==> src/rtl/vtg_pkg.sv <==
// Shared constants for the video timing generator: 640x480@60 timing,
// counter and pixel widths, and the colour-bar lookup.
// No ports; imported by vtg_delay and vtg_scheduler.
package vtg_pkg;

  // 640x480@60 (25.175 MHz pixel clock) timing
  localparam int VGA_H_ACTIVE = 640;
  localparam int VGA_H_FP     = 16;
  localparam int VGA_H_SYNC   = 96;
  localparam int VGA_H_BP     = 48;
  localparam int VGA_V_ACTIVE = 480;
  localparam int VGA_V_FP     = 10;
  localparam int VGA_V_SYNC   = 2;
  localparam int VGA_V_BP     = 33;

  localparam int CNT_W = 12;
  localparam int RGB_W = 24;

  // Colour bars, left to right, {R,G,B}
  localparam logic [RGB_W-1:0] BAR_WHITE   = 24'hFFFFFF;
  localparam logic [RGB_W-1:0] BAR_YELLOW  = 24'hFFFF00;
  localparam logic [RGB_W-1:0] BAR_CYAN    = 24'h00FFFF;
  localparam logic [RGB_W-1:0] BAR_GREEN   = 24'h00FF00;
  localparam logic [RGB_W-1:0] BAR_MAGENTA = 24'hFF00FF;
  localparam logic [RGB_W-1:0] BAR_RED     = 24'hFF0000;
  localparam logic [RGB_W-1:0] BAR_BLUE    = 24'h0000FF;
  localparam logic [RGB_W-1:0] BAR_BLACK   = 24'h000000;

  function automatic logic [RGB_W-1:0] bar_rgb(input logic [2:0] idx);
    logic [RGB_W-1:0] c;
    case (idx)
      3'd0:    c = BAR_WHITE;
      3'd1:    c = BAR_YELLOW;
      3'd2:    c = BAR_CYAN;
      3'd3:    c = BAR_GREEN;
      3'd4:    c = BAR_MAGENTA;
      3'd5:    c = BAR_RED;
      3'd6:    c = BAR_BLUE;
      default: c = BAR_BLACK;
    endcase
    return c;
  endfunction

endpackage

==> src/rtl/vtg_delay.sv <==
// Fixed-depth shift register with a reset value on every stage.
// Latency: DEPTH cycles (DEPTH = 0 is a straight wire).
// Backpressure: none; shifts every cycle.
// Ports: clk, rst_n (async active-low), din[WIDTH], dout[WIDTH].
module vtg_delay #(
  parameter int               WIDTH   = 1,
  parameter int               DEPTH   = 1,
  parameter logic [WIDTH-1:0] RST_VAL = '0
) (
  input  logic             clk,
  input  logic             rst_n,
  input  logic [WIDTH-1:0] din,
  output logic [WIDTH-1:0] dout
);

  generate
    if (DEPTH == 0) begin : g_bypass
      assign dout = din;
    end else begin : g_pipe
      logic [WIDTH-1:0] stg [DEPTH];

      always_ff @(posedge clk or negedge rst_n) begin
        if (!rst_n) begin
          for (int i = 0; i < DEPTH; i++) stg[i] <= RST_VAL;
        end else begin
          stg[0] <= din;
          for (int i = 1; i < DEPTH; i++) stg[i] <= stg[i-1];
        end
      end

      assign dout = stg[DEPTH-1];
    end
  endgenerate

endmodule

==> src/rtl/vtg_scheduler.sv <==
// Video timing generator: runs h/v counters, requests pixels, aligns blank/sync with returned data.
// Latency: request to encoder outputs is DATA_LAT+1 cycles.
// Backpressure: none; en = 0 restarts the frame at (0,0) and drains blank into the pipeline.
// Ports: clk, rst_n, en | pix_req, pix_x, pix_y, frame_start (request side) |
//        rgb_in (data DATA_LAT cycles after pix_req) | blanking, hsync, vsync, rgb_out (encoders).
// Option: define VTG_PATTERN_EN to replace rgb_in with an internal 8-bar colour pattern.
module vtg_scheduler
  import vtg_pkg::*;
#(
  parameter int H_ACTIVE = VGA_H_ACTIVE,
  parameter int H_FP     = VGA_H_FP,
  parameter int H_SYNC   = VGA_H_SYNC,
  parameter int H_BP     = VGA_H_BP,
  parameter int V_ACTIVE = VGA_V_ACTIVE,
  parameter int V_FP     = VGA_V_FP,
  parameter int V_SYNC   = VGA_V_SYNC,
  parameter int V_BP     = VGA_V_BP,
  parameter bit H_POL    = 1'b0,
  parameter bit V_POL    = 1'b0,
  parameter int DATA_LAT = 2
) (
  input  logic              clk,
  input  logic              rst_n,
  input  logic              en,
  output logic              pix_req,
  output logic [CNT_W-1:0]  pix_x,
  output logic [CNT_W-1:0]  pix_y,
  output logic              frame_start,
  input  logic [RGB_W-1:0]  rgb_in,
  output logic              blanking,
  output logic              hsync,
  output logic              vsync,
  output logic [RGB_W-1:0]  rgb_out
);

  localparam logic [CNT_W-1:0] H_ACT    = CNT_W'(H_ACTIVE);
  localparam logic [CNT_W-1:0] HS_START = CNT_W'(H_ACTIVE + H_FP);
  localparam logic [CNT_W-1:0] HS_END   = CNT_W'(H_ACTIVE + H_FP + H_SYNC);
  localparam logic [CNT_W-1:0] H_LAST   = CNT_W'(H_ACTIVE + H_FP + H_SYNC + H_BP - 1);
  localparam logic [CNT_W-1:0] V_ACT    = CNT_W'(V_ACTIVE);
  localparam logic [CNT_W-1:0] VS_START = CNT_W'(V_ACTIVE + V_FP);
  localparam logic [CNT_W-1:0] VS_END   = CNT_W'(V_ACTIVE + V_FP + V_SYNC);
  localparam logic [CNT_W-1:0] V_LAST   = CNT_W'(V_ACTIVE + V_FP + V_SYNC + V_BP - 1);

  logic [CNT_W-1:0] hc, vc;
  logic             run;
  logic             hs_raw, vs_raw;
  logic             blank_d, hs_d, vs_d;
  logic [RGB_W-1:0] pix_dat;

  // Gating with rst_n keeps the request side quiet while reset is held,
  // even though the counters already sit at (0,0).
  assign run = en & rst_n;

  always_ff @(posedge clk or negedge rst_n) begin
    if (!rst_n) begin
      hc <= '0;
      vc <= '0;
    end else if (!en) begin
      hc <= '0;
      vc <= '0;
    end else if (hc == H_LAST) begin
      hc <= '0;
      vc <= (vc == V_LAST) ? '0 : vc + 12'd1;
    end else begin
      hc <= hc + 12'd1;
    end
  end

  assign pix_req     = run && (hc < H_ACT) && (vc < V_ACT);
  assign pix_x       = hc;
  assign pix_y       = vc;
  assign frame_start = run && (hc == '0) && (vc == '0);

  // vc only moves on the hc wrap, so vsync edges fall on hc == 0 naturally.
  assign hs_raw = run && (hc >= HS_START) && (hc < HS_END);
  assign vs_raw = run && (vc >= VS_START) && (vc < VS_END);

  // Delay line carries "asserted" flags; polarity is applied at the output register.
  vtg_delay #(
    .WIDTH   (3),
    .DEPTH   (DATA_LAT),
    .RST_VAL (3'b100)
  ) u_ctl_dly (
    .clk   (clk),
    .rst_n (rst_n),
    .din   ({~pix_req, hs_raw, vs_raw}),
    .dout  ({blank_d, hs_d, vs_d})
  );

`ifdef VTG_PATTERN_EN
  localparam logic [CNT_W-1:0] BAR_W = CNT_W'(H_ACTIVE / 8);

  logic [CNT_W-1:0] x_d;
  logic [2:0]       bar_idx;

  vtg_delay #(
    .WIDTH   (CNT_W),
    .DEPTH   (DATA_LAT),
    .RST_VAL ('0)
  ) u_x_dly (
    .clk   (clk),
    .rst_n (rst_n),
    .din   (hc),
    .dout  (x_d)
  );

  // Only meaningful while x_d < H_ACTIVE; outside that the blank forces zero.
  assign bar_idx = 3'(x_d / BAR_W);
  assign pix_dat = bar_rgb(bar_idx);
`else
  assign pix_dat = rgb_in;
`endif

  always_ff @(posedge clk or negedge rst_n) begin
    if (!rst_n) begin
      blanking <= 1'b1;
      hsync    <= ~H_POL;
      vsync    <= ~V_POL;
      rgb_out  <= '0;
    end else begin
      blanking <= blank_d;
      hsync    <= hs_d ? H_POL : ~H_POL;
      vsync    <= vs_d ? V_POL : ~V_POL;
      rgb_out  <= blank_d ? '0 : pix_dat;
    end
  end

endmodule

==> config.mk <==
export PLATFORM = sky130hd
export DESIGN_NAME = vtg_scheduler
export DESIGN_NICKNAME = d
export VERILOG_FILES = /design/src/rtl/vtg_pkg.sv /design/src/rtl/vtg_delay.sv /design/src/rtl/vtg_scheduler.sv
export SDC_FILE = /design/constraint.sdc
export NUM_CORES = 1
export LEC_CHECK = 0
export BUFFER_PORTS_ARGS = -buffer_cell sky130_fd_sc_hd__buf_2
export CORE_ASPECT_RATIO = 0.5
export CORE_MARGIN = 8
export CORE_UTILIZATION = 50
export DETAILED_ROUTE_END_ITERATION = 6
export PLACE_DENSITY = 0.79
export SKIP_LAST_GASP = 1
export SLEW_MARGIN = 15
export SYNTH_ARGS = -nofsm -noshare
export SYNTH_HDL_FRONTEND = slang
export SYNTH_SLANG_ARGS = --single-unit
==> constraint.sdc <==
create_clock -name clk -period 2.45 [get_ports clk]
set_input_delay 0 -clock clk [delete_from_list [all_inputs] [get_ports clk]]
set_output_delay 0 -clock clk [all_outputs]
set_load 0.02 [all_outputs]
[After elaboration in Yosys (flattened, before gate mapping)]
Index checks and enable logic that the tools add are counted.
Word-level totals
  register bits: 57
  bits of input ports: 27
  output and inout port bits: 53
  word-level logic and storage cells: 39
Cells by class
  add/sub/neg operators: 2
  magnitude comparators: 6
  eq/ne operators: 3
  muxes and demuxes: 8
  bitwise gates (word level): 2
  reductions and logical operators: 10
Operators with widths (count)
  two-way mux 12 bit: 5
  adder 12 x 1 -> 12 bit, second input constant: 2
  equality test 12 x 10 -> 1 bit, second input constant: 2
  zero test 12 bit: 2
  less-than comparator 12 x 10 -> 1 bit, second input constant: 2
  less-than comparator 12 x 9 -> 1 bit, second input constant: 2
  two-way mux 24 bit: 1
  greater-or-equal comparator 12 x 10 -> 1 bit, second input constant: 1
  greater-or-equal comparator 12 x 9 -> 1 bit, second input constant: 1
  logical AND 1 bit: 8
  two-way mux 1 bit: 2
  != test 2 x 1 -> 1 bit, second input constant: 1
  AND 1 bit: 1
  NOT 1 bit: 1

[Logic depth before layout (Yosys ltp)]
  word-level depth: 4
  mapped depth: 6
  mapped depth without buffers: 6

[By module]
From an unflattened synthesis, not the netlist that was laid out.
Unflattened totals
  cell total of the unflattened synthesis: 217
  area, all modules: 2447.3 um2
By module, submodules not included
  vtg_scheduler: times used 1, cells an instance 208, area an instance 2272.2 um2, sequential area each 1280.0 um2
  vtg_delay: times used 1, cells an instance 9, area an instance 175.2 um2, sequential area each 152.6 um2

[Worst setup path after synthesis]
OpenSTA, ideal clock, no wires.
  path kind: register to register
  from: register hc[0] (netlist: pix_x[0])
  to: register hc[0] (netlist: pix_x[0])
  library setup time: 131 ps
  arrival: 1881 ps
  data required time: 2319 ps
  path slack: 438 ps
  cell stages (with the launch flop): 7
  path buffers: 1
  clock period less this slack: 2012 ps
  path through: dfrtp_1 > ha_1 > nand3_1 > or4_4 > nand2_4 > buf_6 > nor2_1
Between the ends
  word-level cells in the longest chain between the ends: 3
  elaborated cells between the ends (all ways): 4
  those cells by class: add/sub: 1; eq/ne: 1; mux: 2
RTL lines
  start, declared: line vtg_scheduler.sv:45  | logic [CNT_W-1:0] hc, vc;
  start signal, assigned: line vtg_scheduler.sv:66  | hc <= hc + 12'd1;
  adder 12 x 1 -> 12 bit / equality test 12 x 10 -> 1 bit (equally long branches): line vtg_scheduler.sv:66, vtg_scheduler.sv:62
  two-way mux 12 bit *: line vtg_scheduler.sv:62  | end else if (hc == H_LAST) begin
  two-way mux 12 bit *: line vtg_scheduler.sv:59  | end else if (!en) begin
Every way passes the cells marked *; elsewhere a longest branch is shown, timed or not.
A chain may end at the register's enable or synchronous reset.

[Worst setup path in the final report]
  from: register hc[0] (netlist: pix_x[0])
  to: register vc[2] (netlist: pix_y[2])
Between the ends
  word-level cells in the longest chain between the ends: 2
RTL lines
  equality test 12 x 10 -> 1 bit: line vtg_scheduler.sv:62
  != test 2 x 1 -> 1 bit (no line)
  end signal, assigned: line vtg_scheduler.sv:64  | vc <= (vc == V_LAST) ? '0 : vc + 12'd1;
  end, declared: line vtg_scheduler.sv:45
Every way passes these cells.

==> results.yml <==
placed_design:
  place_hpwl_um: 4215
  place_congestion: 0.8966
  io_buffers: 79
timing:
  rsz0062_at_grt: "no"
  drv_slew: 0
  period_needed_ns: 2.045
  fmax_mhz: 489.0
  relSlewSlack_pct: 59.53
  hold_slack_ns: 0.04280
  setup_tns_ns: 0
  fin_skew_ns: 0.01066
  hold_viol: 0
  tightest_slew_ns: 0.6016
  fin_crit_sh_pct: 83.47
  final-setup-viol-count: 0
worst_setup_path:
  crit_slowest_cell: "or4_4"
  crit_fanout: 15
  path_class: "reg2reg"
  ff2ff_setup_slack_ns: 0.41
  required_ns: 2.64
  path_cells: "ha_1 -> nand3_1 -> or4_4 -> nand2_4 -> a31oi_1"
  arrival_ns: 2.24
  cp-start-kind: "flip-flop"
  cpPeakStageDelay_ns: 0.66
  setup.worst_path.end_class: "flip-flop"
final_layout:
  ff_latch_area_um2: 1433
  final_util_pct: 70.20
  area_growth_pct: 38.81
  drive_gt1_share_pct: 33.23
  fillers: 387
  diodes: 0
  layout_common_cells: "buf_2, dfrtp_1, nor2b_1, dlygate4sd3_1, nor2_1"
  nets: 360
  layout_commonest_cell: "buf_2"
  multiInputGateArea_um2: 928.4
power:
  switchingPower_mw: 0.4553
  p_leak_nw: 1.651
  p_int_mw: 1.666
  ir_worst_vdd_v: 0.0003216
  p_clk_share_pct: 46.0
  power.density_nw_per_um2: 627.1
  p_comb_share_pct: 7.8
  p_seq_share_pct: 46.2
  power.share.switching_pct: 21.46
global_routing:
  grt_max_degree: 47
  antenna_found_initial: 0
  grt_pass1_wl_um: 10030
  grtUsageTotal_pct: 16.99
  grt_pass1_vias: 2048
  grt_overflow: 0
clock_tree:
  post_cts_buffers: 0
  clk-insertion-delay-late_ns: 0.33
  numCtsBuffers: 9
  cts_tree: "yes"
  cts_buffer_depth: 2
  cts.clk_slew.worst_paths_ns: 0.07
  cts_resized: 0
  cts-root-buf: "clkbuf_8"
  h-tree-depth: 3
  clkSinkCount: 57
  cts.hold.buffers_added: 25
yosys:
  ys_ff_latch: 57
  yosysUniqueCellTypes: 43
  async_reset_ff_share_pct: 100.0
  synth_area_um2: 2437
  ys_seq_area_share_pct: 58.78
  synth_edf_count: 0
  syn_inst: 217
  ys.flop_type: "dfrtp_1"
  mappedNetlistNets: 248
  yosys_warnings: 0
  syn_avg_cell_area_um2: 11.23
route:
  wl_um: 6052
  drc_errors: 0
  via_count: 2059
  antenna_left: 0
  drt-wirelength-per-cell_um: 14.98
  drt_pre_antenna_iters: 4
  vias_per_cell: 5.097
  initialDrtViolationCount: 118
floorplanning:
  fp.dieH_um: 65.37
  initial_core_util_pct: 50.57
  die_area_um2: 7501
  die_width_um: 114.7
  placementRows: 18
  core_area_um2: 4820
  io_pins: 80
status:
  status: "finished, final reports clean"
worst_hold_path:
  min_path_type: "in2reg"
flow_run:
  maxCapViolCount: 0
[critical path: cells and delay by family (launching register included)]
family,cells,cell delay [ns]
DFF,1,0.42
adders and majority gates,1,0.21
and+or+nand+nor,3,1.16
AOI/OAI and AO/OA,1,0.11
[cells by family (layout without fill, tap and decap cells)]
logic type / after synthesis / after routing / synth area share, %
buffers and inverters: 17 / 134 / 3.131
AND/OR/NAND/NOR: 102 / 102 / 25.05
XOR/XNOR: 11 / 11 / 3.953
flip-flops: 57 / 57 / 58.78
adder cells (fa/ha/maj): 4 / 4 / 2.053
AO/OA/AOI/OAI: 26 / 26 / 7.033
[Yosys cell counts, types with 2 or more instances]
master	count	share of area, %
nor3_1	5	1.0
xor2_1	6	2.2
ha_1	4	2.1
or3_1	2	0.51
clkbuf_1	2	0.31
nor2b_1	25	6.4
o211ai_1	2	0.62
nand2b_1	2	0.51
xnor2_1	5	1.8
nor4b_1	2	0.72
nor2_1	16	2.5
nor4_1	5	1.3
dfrtp_1	52	53
o31ai_1	3	0.92
inv_1	12	1.8
nand3_1	9	1.8
nand4_1	6	1.5
and2_1	3	0.77
or2_2	2	0.51
dfstp_2	5	5.4
and4_1	2	0.72
a31oi_1	10	2.6
o21ai_0	6	1.2
nand2_1	12	1.8
[cell type report]
class	instances	area share [%]
Sequential cell	57	42.34
Multi-Input combinational cell	143	27.44
Timing Repair Buffer	106	19.53
Clock buffer	11	4.475
Tap cell	70	2.589
Clock inverter	5	2.293
Inverter	12	1.331
[power groups by stage]
stage | combinational (mW) | clock, mW | sequential (mW)
after global placement | 0.134 | 0 | 0.996
after CTS | 0.168 | 1.00 | 0.981
after detailed placement | 0.137 | 0 | 0.998
after floorplan | 0.0441 | 0 | 1.02
after global routing | 0.182 | 1.04 | 0.984
final | 0.165 | 0.975 | 0.981
[final timing paths]
| path | start | to | cells past startpoint |
|---|---|---|---|
| setup / recovery | pix_x[0] | pix_y[2] | 5 |
| hold / removal | en | u_ctl_dly.g_pipe.stg[4] | 3 |
| setup reg to reg | pix_x[0] | pix_y[2] | 5 |
| hold reg to reg | u_ctl_dly.dout[1] | hsync | 1 |
| max in group asynchronous | rst_n | rgb_out[12] | 3 |
| min in group asynchronous | rst_n | pix_x[1] | 2 |
[routing by layer]
metal	wire length (um)	track usage (%)
met5	0	0
met4	74	5.997
met3	443	5.667
met2	3020	29.02
met1	2514	19.90
[metrics by stage]
| stage | total power, mW | worst slack, ns | cell area, um2 | std cells |
|---|---|---|---|---|
| 6_report | 2.122 | 0.4050 | 3383 | 404 |
| 5_1_grt | 2.204 | 0.2610 | 3383 | 404 |
| 4_1_cts | 2.149 | 0.3858 | 3383 | 404 |
| 3_5_place_dp | 1.135 | 0.4000 | 2904 | 363 |
| 3_3_place_gp | 1.130 | 0.4886 | 2904 | 363 |
| 2_1_floorplan | 1.063 | 0.4375 | 2437 | 217 |
[flip-flops by register name (all words and copies together), names as in the netlist]
name                  flops
blanking                  1
rgb_out                  24
pix_y                    12
vsync                     1
pix_x                    12
u_ctl_dly.dout            3
hsync                     1
u_ctl_dly.g_pipe.stg      3
Power figures use the tool's default switching activity.
